### config.mk
export PLATFORM = sky130hd
export DESIGN_NAME = lock_sequencer
export DESIGN_NICKNAME = d
export VERILOG_FILES = /design/src/rtl/lock_pkg.sv /design/src/rtl/lock_timer.sv /design/src/rtl/lock_sequencer.sv
export SDC_FILE = /design/constraint.sdc
export NUM_CORES = 1
export LEC_CHECK = 0
export BUFFER_PORTS_ARGS = -buffer_cell sky130_fd_sc_hd__buf_4
export CORE_ASPECT_RATIO = 0.9
export CORE_MARGIN = 2
export CORE_UTILIZATION = 52
export DETAILED_ROUTE_END_ITERATION = 10
export GPL_ROUTABILITY_DRIVEN = 0
export PLACE_DENSITY = 0.75
export SLEW_MARGIN = 20
export SYNTH_ARGS = -nofsm -noshare
export SYNTH_HDL_FRONTEND = slang
export SYNTH_HIERARCHICAL = 1
export SYNTH_SLANG_ARGS = --single-unit
### constraint.sdc
create_clock -name clk -period 1.9 [get_ports clk]
set_clock_uncertainty 0.1 [all_clocks]
set_input_delay 0.095 -clock clk [delete_from_list [all_inputs] [get_ports clk]]
set_output_delay 0.095 -clock clk [all_outputs]
set_load 0.01 [all_outputs]
### src/rtl/lock_pkg.sv
// lock_pkg: shared constants and types for the lock sequencer.
//   CODE_LEN : number of digits in one code attempt
//   state_e  : sequencer FSM states
//   sat_inc2 : 2-bit saturating increment used for the failure counter
package lock_pkg;

    localparam int unsigned CODE_LEN = 4;

    typedef enum logic [2:0] {
        ST_IDLE,
        ST_PRESENT,
        ST_CHECK,
        ST_OPEN,
        ST_FAIL,
        ST_LOCKOUT
    } state_e;

    function automatic logic [1:0] sat_inc2(input logic [1:0] v);
        return (v == 2'd3) ? v : v + 2'd1;
    endfunction

endpackage

### src/rtl/lock_timer.sv
// lock_timer: loadable down-counter with a zero flag.
//   clk     : rising-edge clock
//   clear_n : synchronous active-low reset (counter -> 0)
//   load_i  : load val_i this cycle (takes priority over dec_i)
//   val_i   : load value
//   dec_i   : decrement by one; holds at zero instead of wrapping
//   zero_o  : counter currently equals zero
module lock_timer #(
    parameter int unsigned W = 5
) (
    input  logic         clk,
    input  logic         clear_n,
    input  logic         load_i,
    input  logic [W-1:0] val_i,
    input  logic         dec_i,
    output logic         zero_o
);

    logic [W-1:0] cnt_q, cnt_d;

    always_comb begin
        cnt_d = cnt_q;
        if (load_i) begin
            cnt_d = val_i;
        end else if (dec_i && (cnt_q != '0)) begin
            cnt_d = cnt_q - W'(1);
        end
    end

    always_ff @(posedge clk) begin
        if (!clear_n) begin
            cnt_q <= '0;
        end else begin
            cnt_q <= cnt_d;
        end
    end

    assign zero_o = (cnt_q == '0);

endmodule

### src/rtl/lock_sequencer.sv
// lock_sequencer: collects a 4-digit keypad code, presents it to an attached
// lock one digit per cycle, tracks consecutive failures and enforces a
// lockout period after too many of them.
//   clk          : rising-edge clock
//   clear_n      : synchronous active-low reset
//   key_valid    : keypad digit offered
//   key_data     : keypad digit value
//   key_ready    : digit accepted this cycle (IDLE with buffer not full)
//   lock_sw      : digit driven to the lock (0 outside PRESENT)
//   lock_clear   : active-high clear to the lock
//   lock_alarm   : lock alarm, active-low
//   lock_locked  : lock status, 0 = open
//   lock_entimer : lock open-timer running
//   open         : registered, high while in OPEN
//   lockout      : registered, high while in LOCKOUT
//   fail_cnt     : registered consecutive-failure count
module lock_sequencer
    import lock_pkg::*;
#(
    parameter int unsigned MAX_FAIL       = 3,
    parameter int unsigned LOCKOUT_CYCLES = 16,
    parameter int unsigned OPEN_TIMEOUT   = 32
) (
    input  logic       clk,
    input  logic       clear_n,
    input  logic       key_valid,
    input  logic [2:0] key_data,
    output logic       key_ready,
    output logic [2:0] lock_sw,
    output logic       lock_clear,
    input  logic       lock_alarm,
    input  logic       lock_locked,
    input  logic       lock_entimer,
    output logic       open,
    output logic       lockout,
    output logic [1:0] fail_cnt
);

    localparam int unsigned TMAX = (OPEN_TIMEOUT > LOCKOUT_CYCLES) ? OPEN_TIMEOUT : LOCKOUT_CYCLES;
    localparam int unsigned TW   = (TMAX > 1) ? $clog2(TMAX) : 1;
    localparam int unsigned IW   = $clog2(CODE_LEN);
    localparam int unsigned CW   = $clog2(CODE_LEN + 1);

    localparam logic [CW-1:0] CNT_FULL = CW'(CODE_LEN);
    localparam logic [IW-1:0] IDX_LAST = IW'(CODE_LEN - 1);
    localparam logic [1:0]    FAIL_LIM = 2'(MAX_FAIL);

    state_e        state_q, state_d;
    logic [2:0]    buf_q [CODE_LEN];
    logic [CW-1:0] cnt_q, cnt_d;
    logic [IW-1:0] idx_q, idx_d;
    logic [1:0]    fail_q, fail_d;
    logic          open_q, open_d;
    logic          lockout_q, lockout_d;

    logic          tmr_load, tmr_dec, tmr_zero;
    logic [TW-1:0] tmr_val;

    // Any wrong-code outcome is handled identically, and the lock's own
    // timer status is informational only.
    logic unused_lock_status;
    assign unused_lock_status = lock_alarm ^ lock_entimer;

    lock_timer #(.W(TW)) u_timer (
        .clk    (clk),
        .clear_n(clear_n),
        .load_i (tmr_load),
        .val_i  (tmr_val),
        .dec_i  (tmr_dec),
        .zero_o (tmr_zero)
    );

    always_comb begin
        state_d    = state_q;
        cnt_d      = cnt_q;
        idx_d      = idx_q;
        fail_d     = fail_q;
        key_ready  = 1'b0;
        lock_clear = 1'b0;
        lock_sw    = '0;
        tmr_load   = 1'b0;
        tmr_val    = '0;
        tmr_dec    = 1'b0;

        case (state_q)
            ST_IDLE: begin
                lock_clear = 1'b1;
                key_ready  = (cnt_q < CNT_FULL);
                if (key_valid && key_ready) begin
                    cnt_d = cnt_q + CW'(1);
                end
                if (cnt_q == CNT_FULL) begin
                    state_d = ST_PRESENT;
                    idx_d   = '0;
                end
            end
            ST_PRESENT: begin
                lock_sw = buf_q[idx_q];
                if (idx_q == IDX_LAST) begin
                    state_d = ST_CHECK;
                end else begin
                    idx_d = idx_q + IW'(1);
                end
            end
            ST_CHECK: begin
                if (!lock_locked) begin
                    state_d  = ST_OPEN;
                    tmr_load = 1'b1;
                    tmr_val  = TW'(OPEN_TIMEOUT - 1);
                end else begin
                    state_d = ST_FAIL;
                end
            end
            ST_OPEN: begin
                fail_d  = '0;
                tmr_dec = 1'b1;
                if (lock_locked || tmr_zero) begin
                    state_d = ST_IDLE;
                    cnt_d   = '0;
                end
            end
            ST_FAIL: begin
                lock_clear = 1'b1;
                fail_d     = sat_inc2(fail_q);
                cnt_d      = '0;
                if (fail_d >= FAIL_LIM) begin
                    state_d  = ST_LOCKOUT;
                    tmr_load = 1'b1;
                    tmr_val  = TW'(LOCKOUT_CYCLES - 1);
                end else begin
                    state_d = ST_IDLE;
                end
            end
            ST_LOCKOUT: begin
                lock_clear = 1'b1;
                tmr_dec    = 1'b1;
                if (tmr_zero) begin
                    state_d = ST_IDLE;
                    fail_d  = '0;
                end
            end
            default: state_d = ST_IDLE;
        endcase

        // Reset overrides the lock-facing outputs combinationally so the
        // lock is cleared in the very cycle reset is asserted.
        if (!clear_n) begin
            lock_clear = 1'b1;
            key_ready  = 1'b0;
            lock_sw    = '0;
        end

        open_d    = (state_d == ST_OPEN);
        lockout_d = (state_d == ST_LOCKOUT);
    end

    always_ff @(posedge clk) begin
        if (!clear_n) begin
            state_q   <= ST_IDLE;
            cnt_q     <= '0;
            idx_q     <= '0;
            fail_q    <= '0;
            open_q    <= 1'b0;
            lockout_q <= 1'b0;
        end else begin
            state_q   <= state_d;
            cnt_q     <= cnt_d;
            idx_q     <= idx_d;
            fail_q    <= fail_d;
            open_q    <= open_d;
            lockout_q <= lockout_d;
        end
    end

    always_ff @(posedge clk) begin
        if (!clear_n) begin
            for (int unsigned i = 0; i < CODE_LEN; i++) begin
                buf_q[i] <= '0;
            end
        end else if (key_valid && key_ready) begin
            buf_q[cnt_q[IW-1:0]] <= key_data;
        end
    end

    assign open     = open_q;
    assign lockout  = lockout_q;
    assign fail_cnt = fail_q;

endmodule

==> Word level (Yosys, flattened, before mapping) <==
Memory sizes are Yosys's and may differ from the RTL's. A register that Yosys moved wholly into a read port is not among the register bits.
Cells that the tools add are included.
{ "word_totals": {"latchBits": 0, "ram_bits": 12, "memories": 1, "out_inout_bits": 9, "wordCells": 86, "romBits": 0, "register_bits": 17, "inputBits": 9} }
{ "mem_list": {"columns": ["name", "depth", "width", "read_ports", "rd_ports_with_merged_regs", "write_ports", "line", "rtl"], "rows": [
  ["buf_q", 4, 3, 1, 1, 4, "lock_sequencer.sv:49", "logic [2:0] buf_q [CODE_LEN];"]
]} }
{ "op_classes": {"mux": 40, "n_div": 0, "n_lt_le_gt_ge": 2, "add_sub_neg": 4, "eq_ne": 15, "reduce_logical": 17, "shifts": 0, "bitwise": 0, "multipliers": 0} }
{ "op_table": {"columns": ["op", "n"], "rows": [
  ["3-bit two-way mux", 11],
  ["3-bit case mux with 6 select lines", 1],
  ["5-bit two-way mux", 3],
  ["2-bit two-way mux", 7],
  ["3-bit == test, second input constant", 4],
  ["1-bit two-way mux", 12],
  ["2-bit != test, second input constant", 5],
  ["5-bit case mux with 2 select lines", 1],
  ["3-bit by 2-bit == test with 1-bit output, second input constant", 3],
  ["3-bit case mux with 3 select lines", 1],
  ["2-bit case mux with 3 select lines", 1],
  ["3-bit AND reduction", 2],
  ["3-bit nonzero test", 2],
  ["3-bit OR reduction", 2],
  ["5-bit logical NOT", 1],
  ["5-bit nonzero test", 1],
  ["5-bit by 1-bit subtractor with 5-bit output, second input constant", 1],
  ["2-bit by 1-bit adder with 2-bit output, second input constant", 2],
  ["2-bit == test, second input constant", 2],
  ["4-bit two-way mux", 1],
  ["2-bit case mux with 2 select lines", 1],
  ["2-bit nonzero test", 2],
  ["3-bit by 1-bit adder with 3-bit output, second input constant", 1],
  ["3-bit by 1-bit == test with 1-bit output, second input constant", 1],
  ["other kinds (8)", 10]
]} }

==> Depth between registers and ports, before layout <==
{ "logic_depth": {"depth_word": 9, "mapped_depth": 8, "depth_no_buf": 8} }

==> By module <==
Netlist, hierarchy kept.
{ "modules_own_cells": {"columns": ["module", "cells_per_inst", "seq_area_each_um2", "n_inst", "area_each_um2"], "rows": [
  ["lock_sequencer", 131, 640.6, 1, 1343.8],
  ["lock_timer", 37, 100.1, 1, 299.0]
]} }

==> Worst setup path after synthesis <==
Ideal clock, no wire load.
{ "synth_path": {"path_kind": "reg-to-reg", "startpoint": "register u_timer.cnt_q[0]", "endpoint": "register lockout_q, in the netlist lockout", "synth_period_minus_slack_ns": 1.968, "n_path_buf": 0, "slack_ns": -0.068, "path_stages_with_launch": 9, "t_arrival_ns": 1.754, "required_time_ns": 1.686, "path_cell_list": "dfxtp_1 inv_1 ha_1 or4b_4 clkinv_2 and2b_1 o21ai_0 o211a_1 nor2b_1"} }
{ "synth_between": {"elab_chain_len": 5} }
{ "synth_rtl": {"columns": ["element", "line", "rtl"], "rows": [
  ["from (decl)", "lock_timer.sv:19", "logic [W-1:0] cnt_q, cnt_d;"],
  ["from (signal assigned)", "lock_timer.sv:34", "cnt_q <= cnt_d;"],
  ["5-bit logical NOT *", "lock_timer.sv:38", "assign zero_o = (cnt_q == '0);"],
  ["via tmr_zero", "lock_sequencer.sv:56", "logic tmr_load, tmr_dec, tmr_zero;"],
  ["1-bit logical OR", "lock_sequencer.sv:117", "if (lock_locked || tmr_zero) begin"],
  ["3-bit two-way mux", "lock_sequencer.sv:117", null],
  ["3-bit case mux with 6 select lines *", "lock_sequencer.sv:85", "case (state_q)"],
  ["3-bit == test *", "lock_sequencer.sv:154", "lockout_d = (state_d == ST_LOCKOUT);"],
  ["to (signal assigned)", "lock_sequencer.sv:171", "lockout_q <= lockout_d;"],
  ["to (decl)", "lock_sequencer.sv:54", "logic lockout_q, lockout_d;"]
]} }
Mark *: on every way through the listed nets, which the timed path passes. The rest lies on a longest branch.
A chain may end at the register's enable or synchronous reset.

==> Worst setup path in the final report <==
{ "layout_path": {"startpoint": "register u_timer.cnt_q[0]", "endpoint": "register open_q, in the netlist open"} }
{ "layout_between": {"elab_chain_len": 5} }
{ "layout_rtl": {"columns": ["element", "line", "rtl"], "rows": [
  ["5-bit logical NOT *", "lock_timer.sv:38", null],
  ["via tmr_zero", "lock_sequencer.sv:56", null],
  ["1-bit logical OR", "lock_sequencer.sv:117", null],
  ["3-bit two-way mux", "lock_sequencer.sv:117", null],
  ["3-bit case mux with 6 select lines *", "lock_sequencer.sv:85", null],
  ["3-bit by 2-bit == test with 1-bit output *", "lock_sequencer.sv:153", "open_d = (state_d == ST_OPEN);"],
  ["to (signal assigned)", "lock_sequencer.sv:170", "open_q <= open_d;"],
  ["to (decl)", "lock_sequencer.sv:53", "logic open_q, open_d;"]
]} }
Marks and branches as above.

==> run_results.csv <==
group,metric,value,unit
power_and_ir_drop,ir_worst_vdd,0.461,mV
route,drc_errors,0,
run_status,violations,"negative setup slack",
run_status,status,"finished, violations left",
yosys,synth.largest_area_cell,"dfxtp_1",
cells_and_area,finalInstanceArea,2040,um^2
floorplan,die_h,57.3,um
critical_path,criticalPathCategory,"register to register",
grt,grt_max_degree,19,
clock_tree,htreeDepth,2,
timing,period_share,103,%
critical_path,cp_num_cells,8,
route,firstDrtPassIters,4,
yosys,muxShareOfSynthArea,4.11,%
route,vias_per_cell,5.77,
cells_and_area,fin_cells,249,
power_and_ir_drop,pwr-share-seq,60.8,%
floorplan,die_area,3630,um^2
timing,finalHoldViolCount,0,
yosys,yosys-top-cells-area,"dfxtp_1 (23%), edfxtp_1 (22%), a21oi_1 (4.3%)",
cells_and_area,n_fill_cell,260,
floorplan,coreArea,3040,um^2
critical_path,crit_path_max_incr_delay,0.47,ns
critical_path,rr_endpoint,"open",
critical_path,cp.required,2.04,ns
floorplan,ios,18,
power_and_ir_drop,p_switching,287,uW
critical_path,r2r_cells,8,
cells_and_area,diodes,0,
timing,period_minus_slack,1.95,ns
clock_tree,cts.sinks,31,
timing,hold_slack,0.0230,ns
cells_and_area,drive_gt1_share,32.9,%
floorplan,row_count,19,
clock_tree,cts-root-buf,"clkbuf_4",
route,drt_iter0_markers,86,
yosys,ys.flop_type,"dfxtp_1",
grt,grt_pass1_vias,1363,
route,via_count,1436,
timing,fmax,513,MHz
floorplan,initial_utilization,54.0,%
power_and_ir_drop,powerDensity,584,nW/um^2
timing,rsz0062_at_grt,"true",
clock_tree,numCtsBuffers,5,
timing,worstMarginPinSlew,0.438,ns
power_and_ir_drop,p_sw_share,24.0,%
critical_path,crit_path_cell_trace,"inv_2 > ha_4 > or4b_4 > inv_4 > and2b_2 > o21ai_2 > o211a_1 > nor2b_1",
yosys,synth_nets,181,
grt,grt_util_all_layers,23.1,%
placed_design,numPortBuffers,15,
critical_path,slowest_stage,"or4b_4",
clock_tree,cts_tree,"yes",
yosys,synth_top_family_by_area,"simple AND/OR/NAND/NOR gates",
yosys,yosys.area_share.simple,27.8,%
critical_path,r2r_slack,-0.05,ns
grt,grt_pass1_wl,6290,um
critical_path,cp_num_buf_inv,2,
yosys,synth_fa_ha_area_share,3.05,%
run,max-cap-violations,0,
yosys,avgSynthCellArea,9.78,um^2
route,ant_nets,0,
placed_design,preCtsSetupSlack,-0.0462,ns
yosys,ys_async_sr_fraction,0,%
route,wl,3970,um
critical_path,cp-endpoint,"open",
critical_path,worst_setup_path_start_kind,"register",
route,avgRoutedWirePerCell,16.0,um
yosys,synth_area,1640,um^2
power_and_ir_drop,leakagePower,0.000790,uW
grt,grt_antenna_before_repair,0,
power_and_ir_drop,power_frac_comb,8.9,%
yosys,synth.ff_latch_count,31,
timing,setup_viol,3,
grt,gr-total-overflow,0,
floorplan,die_x,63.2,um
timing,setup_slack,-0.0507,ns
yosys,synth.distinct_cells,48,
clock_tree,worstSkewPairLatency,0.34,ns
timing,drv_slew,0,
critical_path,cpLargestDelayFamily,"simple AND/OR/NAND/NOR gates",
yosys,syn_inst,168,
worst_hold_path,min_from,"key_data[1]",
critical_path,cp-startpoint,"u_timer/cnt_q[0]",
placed_design,placed_cell_area,1900,um^2
timing,relSlewSlack,70.4,%
yosys,netlist.area_leader.share,23.2,%
critical_path,r2r-start,"u_timer/cnt_q[0]",
worst_hold_path,hp-class,"input pin to register",
yosys,synth_compound_area_share,15.0,%
yosys,synth_xor_area_share,0,%
power_and_ir_drop,clockPowerShare,30.4,%
cells_and_area,num-nets-final,219,
critical_path,cp.arrival,2.09,ns
power_and_ir_drop,p_int,906,uW
critical_path,critPathCaptureType,"register",
yosys,yosysSeqAreaShare,45.1,%
cells_and_area,area_growth,24.4,%
yosys,synth_enable_flop_cells,12,
placed_design,dp_cells,236,
clock_tree,clockBufferDepth,2,
critical_path,cp_max_fo,3,
placed_design,dpl.hpwl,2850,um
yosys,ys_warn_count,6,
clock_tree,clk_pin_slew_worst_paths,0.09,ns
-- sequential cells by signal, indices dropped and copies added (netlist names), named ones only --
name           flops
open               1
idx_q              2
u_timer/cnt_q      5
lockout            1
cnt_q              3
buf_q             12
fail_cnt           2
state_q            3
-- layer usage --
metal / vias to the layer above / GRT usage (%) / routed length, um
met5: - / 0 / 0
met4: 0 / 8.39 / 80
met3: 6 / 7.10 / 201
met2: 48 / 37.5 / 2010
met1: 699 / 29.4 / 1680
li1: 683 / - / -
-- cell usage after synthesis (all sizes together), types with 3 or more instances --
library cell and n:
nand2b 4, ha 4, nor2 16, nand2 13
nand3 5, nand3b 4, dfxtp 19, mux4 3
inv 12, nor3 6, edfxtp 12, buf 3
a21oi 14, nor3b 3, nor2b 8, o21ai 13
-- layout make-up --
class / instances / area (um^2) / area share [%]
multi-input cells: 119 / 870 / 42.6
repair buffers: 36 / 278 / 13.6
flip-flops and latches: 31 / 743 / 36.4
clock buffers: 8 / 48.8 / 2.39
well taps: 42 / 52.6 / 2.57
inverters: 13 / 51.3 / 2.51
-- worst min-delay path by stage --
| stage | to | slack (ns) | cells after the start |
|---|---|---|---|
| 5_1_grt | buf_q[3][1] | 0.02 | 3 |
| 4_1_cts | buf_q[3][1] | 0.002 | 3 |
| 3_5_place_dp | state_q[2] | 0.33 | 3 |
| 3_3_place_gp | state_q[2] | 0.32 | 3 |
| 6_report | buf_q[3][1] | 0.02 | 3 |
| 2_1_floorplan | u_timer/cnt_q[0] | 0.13 | 1 |
-- repair_timing --
item / in CTS / in global routing
pin swaps: 2 / 1
hold buffers: 3 / 0
buffers inserted: 1 / 1
cloned: 0 / 0
endpoints found under the hold margin: 4 / 0
gates resized for setup: 5 / 14
endpoints found under the setup margin: 4 / 15
-- logic make-up after synthesis --
group / after synthesis
and+or+nand+nor: 73
AOI/OAI and AO/OA: 39
DFF: 31
buffers and inverters: 18
adders and majority gates: 4
muxes: 3
-- placed cells by master, fill, tap and decap left out, drive strengths merged, types with 2 or more instances in the layout --
cell type	n
a21boi	2
a21oi	14
and2b	2
and3b	2
buf	33
clkbuf	8
dfxtp	19
dlygate4sd3	3
edfxtp	12
ha	4
inv	13
mux4	3
nand2	13
nand2b	4
nand3	5
nand3b	4
nand4	2
nor2	16
nor2b	8
nor3	6
nor3b	3
nor4b	2
o21ai	13
o31ai	2
or4b	2
-- stage by stage --
stage               power [uW]  utilization [%]  setup TNS, ns
floorplan                  790                -              0
global placement           831             62.3              0
detailed placement         837             62.3         -0.135
CTS                       1200             65.4              0
global route              1250             67.1         -0.473
finish                    1190             67.1         -0.143
-- worst reg2reg max path: stages, from the launching register on --
cell and delay (ns):
dfxtp_2 0.34, inv_2 0.07, ha_4 0.13, or4b_4 0.47, inv_4 0.07, and2b_2 0.23, o21ai_2 0.16, o211a_1 0.22
nor2b_1 0.06
-- power groups by stage --
stage	Combinational (uW)	Sequential [uW]	Clock [uW]
3_5_place_dp	96.4	740	0
2_1_floorplan	56.2	734	0
6_report	106	725	362
3_3_place_gp	92.3	738	0
5_1_grt	115	727	405
4_1_cts	102	725	377
No activity file was read; power rests on OpenSTA's default activity.
